`src/rtl/broj_u_kodove.sv`:
```
// broj_u_kodove: binary to BCD via double dabble, then streams the decimal digits MSD-first as PS/2 set-2 make codes
// Ports:
//    clk, reset               rising-edge clock, synchronous active-high reset
//    start, bin_in            conversion request (taken only when idle) and the value to convert
//    busy, done               busy from the cycle after start until the final handshake, done pulses once after it
//    bcd_out                  packed BCD result, digit 0 in [3:0]
//    code_valid, code_ready   handshake for key_code
//    key_code, code_last      make code of the current digit, flag on the final (units) digit
module broj_u_kodove #(
   parameter int WIDTH  = 16,
   parameter int DIGITS = 5
) (
   input  logic                  clk,
   input  logic                  reset,
   input  logic                  start,
   input  logic [WIDTH-1:0]      bin_in,
   output logic                  busy,
   output logic                  done,
   output logic [4*DIGITS-1:0]   bcd_out,
   output logic                  code_valid,
   input  logic                  code_ready,
   output logic [7:0]            key_code,
   output logic                  code_last
);
   localparam int CW = $clog2(WIDTH + 1);
   localparam int PW = DIGITS > 1 ? $clog2(DIGITS) : 1;
   typedef enum logic [1:0] {IDLE, CONV, EMIT} state_t;
   state_t state, state_n;
   logic [WIDTH-1:0] sr;
   logic [4*DIGITS-1:0] acc, acc_adj, acc_n;
   logic [CW-1:0] cnt;
   logic [PW-1:0] ptr, msd;
   logic [3:0] digit;
   logic [7:0] make;
   logic last;
   always_comb begin
      acc_adj = acc;
      for (int i = 0; i < DIGITS; i++)
         acc_adj[4*i+:4] = acc[4*i+:4] >= 4'd5 ? acc[4*i+:4] + 4'd3 : acc[4*i+:4];
      acc_n = {acc_adj[4*DIGITS-2:0], sr[WIDTH-1]};
      // highest nonzero digit of the finished result; stays 0 for a zero value so one '0' is emitted
      msd = '0;
      for (int i = 0; i < DIGITS; i++)
         if (acc_n[4*i+:4] != 4'd0) msd = PW'(i);
   end
   assign last       = state == CONV && cnt == CW'(WIDTH - 1);
   assign busy       = state != IDLE;
   assign code_valid = state == EMIT;
   assign code_last  = code_valid && ptr == '0;
   assign digit      = bcd_out[4*ptr+:4];
   always_comb begin
      case (digit)
         4'd0:    make = 8'h45;
         4'd1:    make = 8'h16;
         4'd2:    make = 8'h1E;
         4'd3:    make = 8'h26;
         4'd4:    make = 8'h25;
         4'd5:    make = 8'h2E;
         4'd6:    make = 8'h36;
         4'd7:    make = 8'h3D;
         4'd8:    make = 8'h3E;
         4'd9:    make = 8'h46;
         default: make = 8'h00;
      endcase
      key_code = code_valid ? make : 8'h00;
   end
   always_comb begin
      state_n = state;
      case (state)
         IDLE:    state_n = start ? CONV : IDLE;
         CONV:    state_n = last ? EMIT : CONV;
         EMIT:    state_n = code_ready && code_last ? IDLE : EMIT;
         default: state_n = IDLE;
      endcase
   end
   always_ff @(posedge clk) begin
      if (reset) begin
         state   <= IDLE;
         sr      <= '0;
         acc     <= '0;
         cnt     <= '0;
         ptr     <= '0;
         bcd_out <= '0;
         done    <= 1'b0;
      end else begin
         state <= state_n;
         done  <= code_valid && code_ready && code_last;
         case (state)
            IDLE: if (start) begin
               sr  <= bin_in;
               acc <= '0;
               cnt <= '0;
            end
            CONV: begin
               sr  <= {sr[WIDTH-2:0], 1'b0};
               acc <= acc_n;
               cnt <= cnt + CW'(1);
               if (last) begin
                  bcd_out <= acc_n;
                  ptr     <= msd;
               end
            end
            EMIT: if (code_ready && !code_last) ptr <= ptr - PW'(1);
            default: ;
         endcase
      end
   end
endmodule

```
`config.mk`:
```
export PLATFORM = sky130hd
export DESIGN_NAME = broj_u_kodove
export DESIGN_NICKNAME = d
export VERILOG_FILES = /design/src/rtl/broj_u_kodove.sv
export SDC_FILE = /design/constraint.sdc
export NUM_CORES = 1
export LEC_CHECK = 0
export ABC_AREA = 1
export BUFFER_PORTS_ARGS = -buffer_cell sky130_fd_sc_hd__buf_2
export CORE_AREA = 4 4 98 81
export CTS_CLUSTER_DIAMETER = 200
export DETAILED_ROUTE_END_ITERATION = 8
export DIE_AREA = 0 0 102 85
export GPL_ROUTABILITY_DRIVEN = 0
export PLACE_DENSITY = 0.76
export SYNTH_ARGS = -nofsm -noshare
export SYNTH_HDL_FRONTEND = slang
export SYNTH_SLANG_ARGS = --single-unit
```
`constraint.sdc`:
```
create_clock -name clk -period 3.5 [get_ports clk]
set_input_delay 0.7 -clock clk [delete_from_list [all_inputs] [get_ports clk]]
set_output_delay 0.7 -clock clk [all_outputs]
set_load 0.1 [all_outputs]
```
==> metrics.md <==
| Metric | Value |
|---|---|
| Reported max-cap violation count | 0 |
| Setup Skew | 10.9 ps |
| Post-route cell area | 0.00422 mm2 |
| IO buf count | 50 |
| First-pass GRT wire length | 15.0 mm |
| CTS Buf Count | 9 |
| Unrepaired setup endpoints after global routing | false |
| Hold Slack | approximately 470 ps |
| Share of cells above drive strength 1 | between 10% and 20% |
| Fin nets | approximately 640 |
| Pleak | 2.02 nW |
| Layout area overhead | 12.8% |
| Slew Limit Headroom | approximately half |
| Post-synthesis cell type count | 37 |
| Vias in the first global route | 3277 |
| Fmax | approximately 310 MHz |
| Final core occ | 61.3% |
| Die area | 0.00867 mm2 |
| Worst Setup End Kind | output pin |
| Iter 0 DRT Violations | 165 |
| CP startpoint kind | flip-flop |
| Num ports | 52 |
| Post-route ant nets | 0 |
| Largest net degree at the start of global routing | 41 |
| VDD IR-drop max | between 200 and 250 uV |
| Final min period | 3220 ps |
| Worst EP required | 2800 ps |
| CTS sink cnt | 67 |
| Status | completed |
| Die Span X | 102 um |
| Crit path kind | flip-flop to output pin |
| Hold Crit Class | flip-flop to flip-flop |
| # setup viols final | 0 |
| Gr ovfl total | 0 |
| H-tree levels | 3 |
| Count of pins over their slew limit | 0 |
| DRT Wirelength | 8.91 mm |
| Row count | 27 |
| Critical-path maximum fanout | 8 |
| Pwr/cell area | 372 mW/mm2 |
| Antenna cell count | 0 |
| Post-route DRC | 0 |
| CTS tree | built |
| YS warnings | 0 |
| Antenna violations before repair | 0 |
| Starting Density | between 50% and 60% |
| GR Util All Layers | 21.3% |
| Syn Inst Count | 551 |
| Synth Net Count | around 590 |
| Sequential fraction of the synthesis area | approximately 36% |
| Final Hold Fails | 0 |
| Die extent in y | 85 um |
| Placed Area | 0.00404 mm2 |
| Synth Register Bits | 67 |
| Final Power | 1.57 mW |
| Clock buffer depth | 2 |
| Synthesized cell area | around 0.0037 mm2 |
| Final cycle utilization of the critical path | 92.1% |
| CTS root buffer | clkbuf_8 |
| Average wire per standard cell | 13.0 um |
| Clock-pin slew on the worst setup and hold paths | 80 ps |
| Clk Latency, worst-skew pair | 350 ps |
| Via count | 3596 |
| Hold_buf cts | 0 |
| Mean post-synth cell area | 6.80 um2 |
| Drt pass-1 iters | 8 |
| Core outline area | 0.00689 mm2 |
| CP arrival | 2520 ps |
| Actual slew at the worst max-slew pin | 771 ps |
| Via-to-Cell Ratio | roughly 5.2 |
| HPWL Detailed | approximately 6.3 mm |
| Setup_tns | 0 ps |
cells in the final DEF, fill, tap and decap left out, types with 4 or more instances in the layout:
| master | n |
|---|---|
| a21oi_1 | 46 |
| a31oi_1 | 15 |
| buf_2 | 50 |
| buf_4 | 5 |
| clkbuf_8 | 11 |
| dfxtp_1 | 66 |
| ha_1 | 23 |
| inv_1 | 68 |
| inv_2 | 13 |
| nand2_1 | 153 |
| nand3_1 | 20 |
| nand4_1 | 4 |
| nor2_1 | 28 |
| nor3_1 | 6 |
| o211ai_1 | 10 |
| o21ai_0 | 12 |
| o21ai_1 | 34 |
| o21ai_2 | 5 |
layout make-up:
cell class | count | area, um2
clock buffer | 12 | 155
clock inverter | 4 | 25.0
fill | 666 | 2670
inverter | 83 | 327
multi-input combinational | 378 | 1980
sequential | 67 | 1340
tap | 87 | 109
timing repair buffer | 55 | 288
final timing paths:
check	startpoint	endpoint	slack [ps]	depth (start not counted)
setup / recovery	ptr[2]	key_code[1]	280	11
hold / removal	acc[15]	acc[15]	470	2
setup reg to reg	state[0]	cnt[4]	1090	9
hold reg to reg	acc[15]	acc[15]	470	2
state kept, by name, summed over array words and instances (netlist names):
name	flops
state	2
cnt	5
bcd_out	20
acc	20
sr	16
done	1
ptr	3
worst max-delay path: stages, from the launching register on:
cell and delay [ps]:
dfxtp_1 340, bufinv_8 200, nor3_2 160, inv_2 90
o21ai_2 220, inv_1 120, ha_1 290, inv_1 50
nand2_1 100, a21oi_1 110, nor2_4 80, buf_2 420
power breakdown:
part	internal (mW)	leakage [nW]	total, mW	switching [mW]
combinational	0.0550	1.39	0.178	0.123
clock	0.293	0.0884	0.591	0.297
sequential	0.785	0.544	0.801	0.0164
total	1.13	2.02	1.57	0.436
metal layers:
layer	wire length (um)	part of all wire [%]	global-route usage [%]	vias up
met5	0	0	0	-
met4	81	0.91	5.01	0
met3	531	6.0	5.42	10
met2	4070	46	34.1	94
met1	4230	47	28.7	1632
li1	-	-	-	1860
synthesized netlist by cell type, drive strengths merged:
| master | n | area (um2) |
|---|---|---|
| o21a | 2 | 15.0 |
| clkbuf | 13 | 52.6 |
| nor2 | 30 | 115 |
| xor2 | 3 | 26.3 |
| nor4 | 1 | 6.26 |
| inv | 81 | 304 |
| nand3 | 21 | 110 |
| nand3b | 1 | 7.51 |
| o22ai | 1 | 6.26 |
| o21ai | 51 | 267 |
| a211oi | 1 | 7.51 |
| nand2 | 157 | 604 |
| a31oi | 15 | 93.8 |
| conb | 1 | 3.75 |
| clkinv | 1 | 5.00 |
| ha | 23 | 288 |
| mux2i | 2 | 20.0 |
| nor3 | 7 | 40.0 |
| a21oi | 47 | 246 |
| or2 | 1 | 6.26 |
| buf | 10 | 61.3 |
| dfxtp | 67 | 1340 |
| o211ai | 10 | 75.1 |
| nand4 | 4 | 25.0 |
| bufinv | 1 | 17.5 |
repair_timing:
action	in CTS	in global routing
buffers inserted	0	0
gates resized for setup	0	1
endpoints found under the setup margin	0	4
metrics by stage:
stage | std cells | setup slack (ps)
2_1_floorplan | 551 | 25.3
3_3_place_gp | 670 | 626
3_5_place_dp | 670 | 557
4_1_cts | 686 | 148
5_1_grt | 686 | 54.2
6_report | 686 | 277
cells by family (layout without fill, tap and decap cells):
group	after synthesis	after routing	share of synthesized area (%)
buffers and inverters	106	154	11.8
AOI/OAI and AO/OA	127	127	19.0
DFF	67	67	35.8
muxes	2	2	0.535
xor gates and xnor gates	3	3	0.702
and+or+nand+nor	222	222	24.4
adders and majority gates	23	23	7.68
other	1	1	0.100
(Power assumes the default switching activity.)
